`config.mk`:
```
export PLATFORM = sky130hd
export DESIGN_NAME = fetch_unit
export DESIGN_NICKNAME = d
export VERILOG_FILES = /design/src/rtl/fetch_unit.sv
export SDC_FILE = /design/constraint.sdc
export NUM_CORES = 1
export LEC_CHECK = 0
export CAP_MARGIN = 20
export CORE_MARGIN = 5
export CORE_UTILIZATION = 49
export CTS_CLUSTER_DIAMETER = 80
export DETAILED_ROUTE_END_ITERATION = 16
export PLACE_DENSITY = 0.85
export SLEW_MARGIN = 20
export SYNTH_ARGS = -nofsm -noshare
export SYNTH_HDL_FRONTEND = slang
export SYNTH_SLANG_ARGS = --single-unit
```
`constraint.sdc`:
```
create_clock -name clk -period 4.02 [get_ports clk]
set_input_delay 0.804 -clock clk [delete_from_list [all_inputs] [get_ports clk]]
set_output_delay 0.804 -clock clk [all_outputs]
set_load 0.01 [all_outputs]
```
`src/rtl/fetch_unit.sv`:
```
// rtl/fetch_unit.sv - instruction fetch stage with in-order response FIFO and redirect drain
module fetch_unit #(
    parameter int              XLEN     = 32,
    parameter logic [XLEN-1:0] RESET_PC = '0,
    parameter int              DEPTH    = 2
) (
    input  logic            clk,
    input  logic            rst_n,
    output logic            imem_req_valid,
    input  logic            imem_req_ready,
    output logic [XLEN-1:0] imem_req_addr,
    input  logic            imem_resp_valid,
    input  logic [XLEN-1:0] imem_resp_data,
    input  logic            redirect_valid,
    input  logic [XLEN-1:0] redirect_pc,
    input  logic            stall,
    output logic            if_valid,
    output logic [XLEN-1:0] if_instr,
    output logic [XLEN-1:0] if_pc,
    output logic [6:0]      if_opcode,
    output logic            err_spurious
);
    localparam int PW  = $clog2(DEPTH);
    localparam int CW  = PW + 1;
    localparam int CW1 = CW + 1;
    localparam logic [XLEN-1:0] NOP  = XLEN'(32'h0000_0013);
    localparam logic [XLEN-1:0] STEP = XLEN'(4);

    typedef enum logic [1:0] {S_BOOT, S_FETCH, S_DRAIN} state_t;
    state_t state, state_nxt;

    logic [XLEN-1:0] req_addr_q, resp_pc_q, last_instr_q, last_pc_q, redirect_tgt;
    logic [CW-1:0]   outstanding_q, drop_q, count_q, outstanding_nxt, drop_nxt;
    logic [PW-1:0]   wr_ptr_q, rd_ptr_q;
    logic [XLEN-1:0] fifo_instr [DEPTH];
    logic [XLEN-1:0] fifo_pc    [DEPTH];
    logic            err_q, credit_ok, req_valid, hs, spurious, resp_ok, push, pop, fifo_nempty;

    assign redirect_tgt    = redirect_pc & ~XLEN'(3);
    // Requests in flight plus buffered words never exceed DEPTH, so a push always has room.
    assign credit_ok       = ({1'b0, outstanding_q} + {1'b0, count_q}) < CW1'(DEPTH);
    assign hs              = req_valid & imem_req_ready;
    assign spurious        = imem_resp_valid & (outstanding_q == '0);
    assign resp_ok         = imem_resp_valid & ~spurious;
    assign push            = resp_ok & ~redirect_valid & (drop_q == '0);
    assign fifo_nempty     = (count_q != '0);
    assign pop             = fifo_nempty & ~stall & ~redirect_valid;
    assign outstanding_nxt = outstanding_q + CW'(hs) - CW'(resp_ok);

    always_comb begin
        drop_nxt = drop_q;
        if (redirect_valid) begin
            drop_nxt = outstanding_nxt;
        end else if (resp_ok && (drop_q != '0)) begin
            drop_nxt = drop_q - CW'(1);
        end
    end

    always_ff @(posedge clk or negedge rst_n) begin
        if (!rst_n) begin
            state <= S_BOOT;
        end else begin
            state <= state_nxt;
        end
    end

    always_comb begin
        state_nxt = state;
        req_valid = 1'b0;
        case (state)
            S_BOOT:  state_nxt = S_FETCH;
            S_FETCH: req_valid = credit_ok;
            S_DRAIN: if (drop_nxt == '0) state_nxt = S_FETCH;
            default: state_nxt = S_BOOT;
        endcase
        if (redirect_valid) begin
            state_nxt = (drop_nxt == '0) ? S_FETCH : S_DRAIN;
        end
    end

    always_ff @(posedge clk or negedge rst_n) begin
        if (!rst_n) begin
            req_addr_q    <= RESET_PC;
            resp_pc_q     <= RESET_PC;
            outstanding_q <= '0;
            drop_q        <= '0;
            count_q       <= '0;
            wr_ptr_q      <= '0;
            rd_ptr_q      <= '0;
            last_instr_q  <= NOP;
            last_pc_q     <= RESET_PC;
            err_q         <= 1'b0;
        end else begin
            outstanding_q <= outstanding_nxt;
            drop_q        <= drop_nxt;
            if (spurious) begin
                err_q <= 1'b1;
            end
            if (redirect_valid) begin
                req_addr_q <= redirect_tgt;
                resp_pc_q  <= redirect_tgt;
            end else begin
                if (hs) req_addr_q <= req_addr_q + STEP;
                if (push) resp_pc_q <= resp_pc_q + STEP;
            end
            // Remember whatever decode last saw so the outputs hold once the FIFO empties.
            if (fifo_nempty) begin
                last_instr_q <= fifo_instr[rd_ptr_q];
                last_pc_q    <= fifo_pc[rd_ptr_q];
            end
            if (redirect_valid) begin
                count_q  <= '0;
                wr_ptr_q <= '0;
                rd_ptr_q <= '0;
            end else begin
                if (push) wr_ptr_q <= wr_ptr_q + PW'(1);
                if (pop) rd_ptr_q <= rd_ptr_q + PW'(1);
                count_q <= count_q + CW'(push) - CW'(pop);
            end
        end
    end

    always_ff @(posedge clk) begin
        if (push) begin
            fifo_instr[wr_ptr_q] <= imem_resp_data;
            fifo_pc[wr_ptr_q]    <= resp_pc_q;
        end
    end

    assign imem_req_valid = req_valid;
    assign imem_req_addr  = req_addr_q;
    assign if_valid       = fifo_nempty;
    assign if_instr       = fifo_nempty ? fifo_instr[rd_ptr_q] : last_instr_q;
    assign if_pc          = fifo_nempty ? fifo_pc[rd_ptr_q] : last_pc_q;
    assign if_opcode      = if_instr[6:0];
    assign err_spurious   = err_q;
endmodule

```
==> flow_summary.ini <==
[run_status]
status = finished, final reports clean

[setup_path]
critPathSlowestCell = dfrtp_4
end_kind = primary output
cp.required_ns = 3.22
slowest_delay_ns = 1.05
critical_path.top_delay_family = flip-flops
path_max_fanout = 55
critPathLaunchType = flip-flop
arrival_ns = 2.96
worst-setup-path-type = reg2out
crit_chain = buf_4, mux2i_1, o21ai_0, clkdlybuf4s50_1
crit_buf_inv = 2

[floorplan]
fp.dieW_um = 160
rows = 55
fp.dieH_um = 160
start_util_pct = 49.3
io_pins = 176
core_area_mm2 = 0.0225
dieArea_mm2 = 0.0258

[cells_and_area]
drive_above_1_share_pct = 7.94
area_delta_synth_final_pct = 25.5
utilization_pct = 61.9
nNetsFinal = 1127
insertedDiodeCount = 0

[logic_synthesis]
ys.flop_type = dfrtp_1
netlist.area_leader.share_pct = 33.6
synth_top_cell_by_area = edfxtp_1
synth_cell_type_count = 60
synth_cells = 892
synth_area_leaders = edfxtp_1 (34%), dfrtp_1 (30%), mux2i_1 (6.0%)
synth_common_cells = dfrtp_1 (132), edfxtp_1 (124), nand2_1 (91)
yosysWarnings = 0
ys_seq_area_share_pct = 64.0
synth_most_common_cell = dfrtp_1
syn_area_mm2 = 0.0111
synth_edf_count = 124
async_flop_share_pct = 52.1
synth_seq_cells = 259
avgSynthCellArea_um2 = 12.4

[sta]
tightest_slew_ns = 0.955
slew_viol_final = 0
fmax_mhz = 266
fin_crit_sh_pct = 93.6
fin_ws_ns = 0.259
relSlewSlack_pct = 36.4
min_period_ns = 3.76
setup_viol = 0
rsz0062_at_grt = false
fin_tns_setup_ns = 0
fin_skew_ns = 0.0116
hold_viol = 0

[placed_design]
hpwl_mm = 16.5
post-place-ws_ns = 0.790
port_buffers = 171
gp_congestion = 0.850

[drt]
first_pass_iters = 5
drtIter0Drc = 636
routed_wl_mm = 24.9
wl_met1_mm = 10.8
vias_per_cell = 5.74
vias = 7778
drc_errors = 0
highest_layer = met4
post_drt_wl_per_cell_um = 18.4
dr_wl_met2_mm = 11.7
met3_length_mm = 1.78
final_antenna_net_count = 0

[cts]
cts_setup_buffers = 0
cts_resized = 0
cts_buffers = 27
cts_buffer_depth = 3
clk_latency_ns = 0.53
htree_levels = 1
cts_hold_buf = 0
cts.sink_count = 259
cts_tree = done
clk_pin_slew_worst_paths_ns = 0.06
cts_root_buf = clkbuf_16

[hold_path]
min_path_type = in2async

[pwr]
irDropWorstVdd_mv = 0.281
leakage_nw = 5.12
power_density_mw_per_mm2 = 634
fin_total_pwr_w = 0.00883

[global_routing]
grt_first_pass_wirelength_mm = 40.6
antenna_found_initial = 0
overflow = 0
grt_start_max_net_pins = 131
grt.total_usage_pct = 19.1
grt_pass1_vias = 7856

[flow_run]
cap_violations = 0
-- metrics by stage --
step                cell area, µm²  instances  hold slack (ns)
finish                       13900       1355            0.374
global route                 13900       1355            0.429
CTS                          13900       1355            0.394
detailed placement           13000       1305            0.448
global placement             13000       1305            0.439
floorplan                    11100        893            0.443
-- per-layer routing --
| layer | GRT usage, % | up-vias |
|---|---|---|
| li1 | - | 3642 |
| met5 | 0 | - |
| met2 | 30.5 | 345 |
| met1 | 26.5 | 3729 |
| met4 | 6.10 | 0 |
| met3 | 3.75 | 62 |
-- path summary, 6_finish.rpt --
check	start	end	slack, ns	cells after the start
max reg2reg	outstanding_q[0]	imem_req_addr[27]	0.94	7
max in group asynchronous	rst_n	resp_pc_q[25]	2.85	2
min	rst_n	last_instr_q[29]	0.37	1
min in group clk	err_spurious	err_spurious	0.46	1
min reg2reg	err_spurious	err_spurious	0.46	1
max	rd_ptr_q	if_instr[13]	0.26	4
-- area by class of cell --
type,count,area [µm²]
Multi-Input combinational cell,566,3690
Inverter,14,52.6
Fill cell,1723,8580
Clock buffer,41,833
Tap cell,285,357
Clock inverter,9,53.8
Timing Repair Buffer,181,1830
Sequential cell,259,7110
-- cells by family after synthesis --
family          share of synthesized area (%)
simple gates                             13.3
flops                                    64.0
compound gates                           9.80
mux                                      7.17
buf+inv                                  2.98
xor+xnor                                 1.74
fa+ha+maj                               0.970
other cells                            0.0338
-- worst reg2reg max path, cell delays in order (launching register included) --
cell	delay (ns)
dfrtp_1	0.45
and2_1	0.20
fa_1	0.46
nor4b_2	0.27
buf_4	0.22
nand4_1	0.51
or2_0	0.60
a211oi_1	0.28
-- report_power, final --
group / internal [W] / switching, W / leakage [nW]
Clock: 0.00143 / 0.000986 / 0.437
Combinational: 0.00138 / 0.00140 / 1.93
Sequential: 0.00332 / 0.000324 / 2.76
Total: 0.00613 / 0.00271 / 5.12
-- flip-flops by register name (all words and copies together), names as in the netlist --
register and cells:
last_pc_q 32, fifo_pc 60, resp_pc_q 30, err_spurious 1, count_q 2, fifo_instr 64, rd_ptr_q 1, imem_req_addr 30
drop_q 2, state 2, wr_ptr_q 1, outstanding_q 2, last_instr_q 32
-- cell usage in the layout (no fill, tap or decap), types with 6 or more instances in the layout --
master / n
buf_4: 6
or3_1: 6
a31oi_1: 16
inv_1: 13
and4_1: 11
o31ai_1: 19
nor4_1: 24
or4_1: 10
a211oi_1: 20
edfxtp_1: 124
nand2b_1: 7
nor2_1: 45
xnor2_1: 19
and2_1: 7
and3_1: 10
ha_1: 7
a21o_1: 9
clkbuf_16: 31
clkbuf_1: 8
nand4_1: 19
mux2_2: 12
mux2i_1: 66
nand3_1: 27
dfrtp_1: 131
clkdlybuf4s50_1: 169
nor3_1: 13
nand2_1: 91
o21ai_0: 73
a21oi_1: 9
(Power assumes the default switching activity.)
==> edit 1 (same settings) <==
Reset style: synchronous (`rst_n`), changed in 2 clocked blocks.
--- a/src/rtl/fetch_unit.sv
+++ b/src/rtl/fetch_unit.sv
@@ -58,3 +58,3 @@
 
-    always_ff @(posedge clk or negedge rst_n) begin
+    always_ff @(posedge clk) begin
         if (!rst_n) begin
@@ -80,3 +80,3 @@
 
-    always_ff @(posedge clk or negedge rst_n) begin
+    always_ff @(posedge clk) begin
         if (!rst_n) begin
Formal check against the unedited RTL: differs if rst_n is asserted again (counterexample within 4 cycles, from zero or initial values and one cycle with rst_n low); with rst_n held inactive, the same outputs for 4 cycles.
==> edit 1 against the unedited design <==
Area after synthesis down 3.1%; sequential cell count up 1; hold slack better by 0.090 ns; critical path type unchanged; cell area down 2.3%; non-clock buffer count up 3; via count up 2.5%; worst setup slack better by 0.073 ns; die area down 2.9%; wire length down 1.8%.
Power is not compared: it rests on default switching activity, and its combinational part moved more than twofold at a synthesized area within 25%.
==> edit 1: results (changes against the unedited design) <==
outcome completed; WL/cell 17.3 um (-6.1%); Unique masters post-synth 50 (-17%); total track usage 19.2% (+0.13 points); most frequent cells after synthesis dfxtp_1 (136), edfxtp_1 (124), nand2_1 (98); largest net degree at the start of global routing 92 (-30%); Final Util 62.8% (+0.87 points); post-detail-place hpwl 16700 um (+1.4%); Crit-path slowest cell or4b_4; hold crit path type flip-flop to flip-flop; placed cell areas 12700 um2 (-2.8%); GP Congestion 0.831 (-2.3%); Clock Skews 0.0231 ns (+0.0115 ns); CTS buffer count 28 (+3.7%); nets 1192 (+5.8%); top flop regs fifo_instr: 64 flops, fifo_pc: 60 flops; number of synthesized flops with an enable pin 124 (unchanged); CP max stage delay 0.61 ns (-0.44 ns); worst path arrival time 2.88 ns (-0.08 ns); share of cells above drive strength 1 6.69% (-1.3 points); Slew headroom 39.8% (+3.4 points); critical-path maximum fanout 11 (-80%); CTS clock-pin slew for the worst setup and hold paths 0.06 ns (about the same); Crit path max-delay family simple AND/OR/NAND/NOR gates; Ys Warns 0 (unchanged); fillers 1678 (-2.6%); first-pass GRT wire length 38900 um (-4.1%); Initial DRC Count 753 (+18%); Seq/Total Area, Yosys 59.9% (-4.1 points)
## edit 1: cell types whose count changed in the layout (fill, tap and decap cells not counted), sizes merged, moves of 6 or more
cell   change
nor2      -26
or4        +6
or2        +7
nor4       -6
nor3      +12
nand3     -11
mux2      -12
o21ai     +20
dfxtp    +136
dfrtp    -132
nand2      +6
and2      +58
a21oi     +12
a21o       -7
## edit 1: routing by layer
| metal | GRT usage (%) | vias up | share of wire [%] |
|---|---|---|---|
| met1 | 26.2 | 3784 | 43 |
| met4 | 4.96 | 0 | 1.8 |
| met5 | 0 | - | 0 |
| met3 | 3.44 | 39 | 7.7 |
| met2 | 31.9 | 302 | 47 |
| li1 | - | 3848 | - |
## edit 1: cells by family after synthesis
| kind of cell | Yosys count | synth area share [%] |
|---|---|---|
| XOR/XNOR | 23 | 1.87 |
| AND/OR/NAND/NOR | 334 | 16.8 |
| other | 1 | 0.0349 |
| buffers and inverters | 83 | 3.36 |
| AO/OA/AOI/OAI | 196 | 11.1 |
| multiplexers | 63 | 5.86 |
| adder cells (fa/ha/maj) | 8 | 1.00 |
| flip-flops | 260 | 59.9 |
## edit 1: power by group
part	internal (uW)	switching [uW]	total (uW)	leakage (uW)
combinational	365	396	761	0.00183
sequential	2940	124	3060	0.00224
clock	1540	1010	2550	0.000461
total	4850	1530	6370	0.00453
## edit 1: through the flow
stage | hold slack, ns | instances | worst slack (ns)
3_5_place_dp | 0.461 | 1364 | 0.770
5_1_grt | 0.491 | 1416 | 0.208
6_report | 0.464 | 1416 | 0.332
3_3_place_gp | 0.451 | 1364 | 0.844
4_1_cts | 0.474 | 1416 | 0.305
2_1_floorplan | 0.444 | 969 | 0.458
## edit 1: worst register-to-register path: stages, from the launching register on
cell and delay [ns]:
dfxtp_1 0.44, and2_1 0.18, fa_1 0.42, or4b_4 0.61, inv_1 0.14, nand2_1 0.12, ha_1 0.30, inv_1 0.04
ha_1 0.17, xnor2_1 0.13, xnor2_1 0.23, o21ai_0 0.15, and4_1 0.24
## edit 1: final cells by class
cell class / count / share of cell area, %
sequential: 260 / 47.4
multi-input combinational: 626 / 29.1
timing repair buffer: 184 / 13.6
clock buffer: 40 / 6.00
tap: 280 / 2.57
clock inverter: 12 / 0.901
inverter: 14 / 0.386
## edit 1: path summary, 6_finish.rpt
path	from	end	slack [ns]	depth (start not counted)
setup / recovery	outstanding_q[0]	imem_req_valid	0.33	5
hold / removal	err_spurious	err_spurious	0.46	2
hold reg to reg	err_spurious	err_spurious	0.46	2
setup reg to reg	outstanding_q[0]	state[0]	0.75	12
==> edit 2 (config.mk and constraints unchanged) <==
Without the edit above. `XLEN`: 32 -> 64.
--- a/src/rtl/fetch_unit.sv
+++ b/src/rtl/fetch_unit.sv
@@ -2,3 +2,3 @@
 module fetch_unit #(
-    parameter int              XLEN     = 32,
+    parameter int              XLEN     = 64,
     parameter logic [XLEN-1:0] RESET_PC = '0,
Ports: changed (5 resized); port bits go from 176 to 336. The function was not compared with the original's and may differ.
==> edit 2 against the unedited design <==
Cell area up 98%; area after synthesis up 95%; sequential cell count up 256; largest power group unchanged; via count up 100%; sequential power up 94%; non-clock buffer count up 192; total power up 97%; wire length up 130%; die area up 89%; first-iteration DRC count up 110%; worst setup slack worse by 0.12 ns.
==> edit 2: results (changes against the unedited design) <==
critical-path maximum fanout 7 (-87%); initial antenna violation count 0 (unchanged); path depth of the worst reg2reg path 13 (+6); top flop regs fifo_instr: 128 flops, fifo_pc: 124 flops; first-pass detailed-route iteration total 5 (unchanged); nets 2192 (+94%); R2R setup slack 0.50 ns (-0.44 ns); synth top area cells edfxtp_1 (35%), dfrtp_1 (30%), mux2i_1 (6.0%); outcome completed; diodes inserted 0 (unchanged); GP Congestion 0.920 (+8.2%); largest net degree at the start of global routing 96 (-27%); CTS buffer count 53 (+96%); Via Count 15.5k (+100%); H-tree Lvls 2 (+1); clk_lat worst skew 0.61 ns (+0.08 ns); Slew headroom 37.0% (+0.62 points); WL/cell 21.1 um (+14%); Async SR Flop Fraction 51.1% (-1.1 points); Ys Warns 0 (unchanged); Unique masters post-synth 71 (+18%); worst path arrival time 3.08 ns (+0.12 ns); CP max stage delay 0.70 ns (-0.35 ns); Clock Skews 0.0305 ns (+0.0189 ns); total track usage 22.6% (+3.5 points); share of cells above drive strength 1 9.41% (+1.5 points); pre-CTS WS 0.455 ns (-0.335 ns); placed cell areas 25800 um2 (+98%); setup bufs post-CTS 0 (unchanged); post-detail-place hpwl 39500 um (+140%); number of synthesized flops with an enable pin 252 (+100%); Crit-path slowest cell or4b_1; first-pass GRT wire length 86700 um (+110%); Buffers on Ports 331 (+94%); LEAKAGE 0.0101 uW (+98%); fillers 3239 (+88%); RR Endpoint state[1]; Seq/Total Area, Yosys 65.2% (+1.2 points); Worst setup endpoint imem_req_valid; Initial DRC Count 1328 (+110%); most frequent cells after synthesis dfrtp_1 (260), edfxtp_1 (252), nand2_1 (187); Max VDD drop 0.428 mV (+52%); Switch Pwr 5330 uW (+97%); Crit path max-delay family simple AND/OR/NAND/NOR gates; setup ws final 0.140 ns (-0.119 ns)
-- edit 2: per-stage QoR --
step	hold slack (ns)	instances
after global routing	0.211	2686
after global placement	0.464	2586
after detailed placement	0.475	2586
after floorplan	0.440	1719
after CTS	0.190	2685
final	0.141	2686
-- edit 2: layer usage --
metal	part of all wire, %	global-route usage [%]	up-vias
li1	-	-	7066
met1	41	30.5	7605
met3	7.5	4.64	151
met2	47	36.3	697
met5	0	0	-
met4	4.0	8.92	0
-- edit 2: worst register-to-register path, cell delays in order (launching register included) --
cell and delay, ns:
dfrtp_1 0.44, and2_1 0.19, fa_1 0.43, or4b_1 0.70
inv_4 0.15, nand2_4 0.09, ha_1 0.30, inv_1 0.04
ha_1 0.18, xnor2_1 0.20, xnor2_1 0.18, nand2_1 0.10
o2111ai_1 0.17, a21boi_0 0.24
-- edit 2: logic make-up after synthesis --
logic type | after synthesis | share of synthesized area, %
compound gates | 260 | 7.46
other cells | 1 | 0.0173
simple gates | 578 | 13.7
xor+xnor | 59 | 2.38
fa+ha+maj | 8 | 0.496
mux | 175 | 8.33
buf+inv | 122 | 2.34
flops | 515 | 65.2
-- edit 2: cell type report --
type / instances / area [um2] / share of cell area, %
Tap cell: 592 / 741 / 2.68
Sequential cell: 515 / 14200 / 51.3
Inverter: 25 / 98.8 / 0.358
Clock inverter: 25 / 310 / 1.12
Timing Repair Buffer: 373 / 3780 / 13.7
Clock buffer: 74 / 1470 / 5.30
Multi-Input combinational cell: 1082 / 7070 / 25.6
-- edit 2: power by group through the flow --
stage / Sequential, uW / Combinational (uW) / Clock [uW]
after floorplan: 7000 / 2440 / 0
after global placement: 7080 / 5200 / 0
after detailed placement: 7140 / 5360 / 0
after CTS: 7050 / 5390 / 5080
after global routing: 7150 / 5770 / 5290
final: 7060 / 5330 / 4980
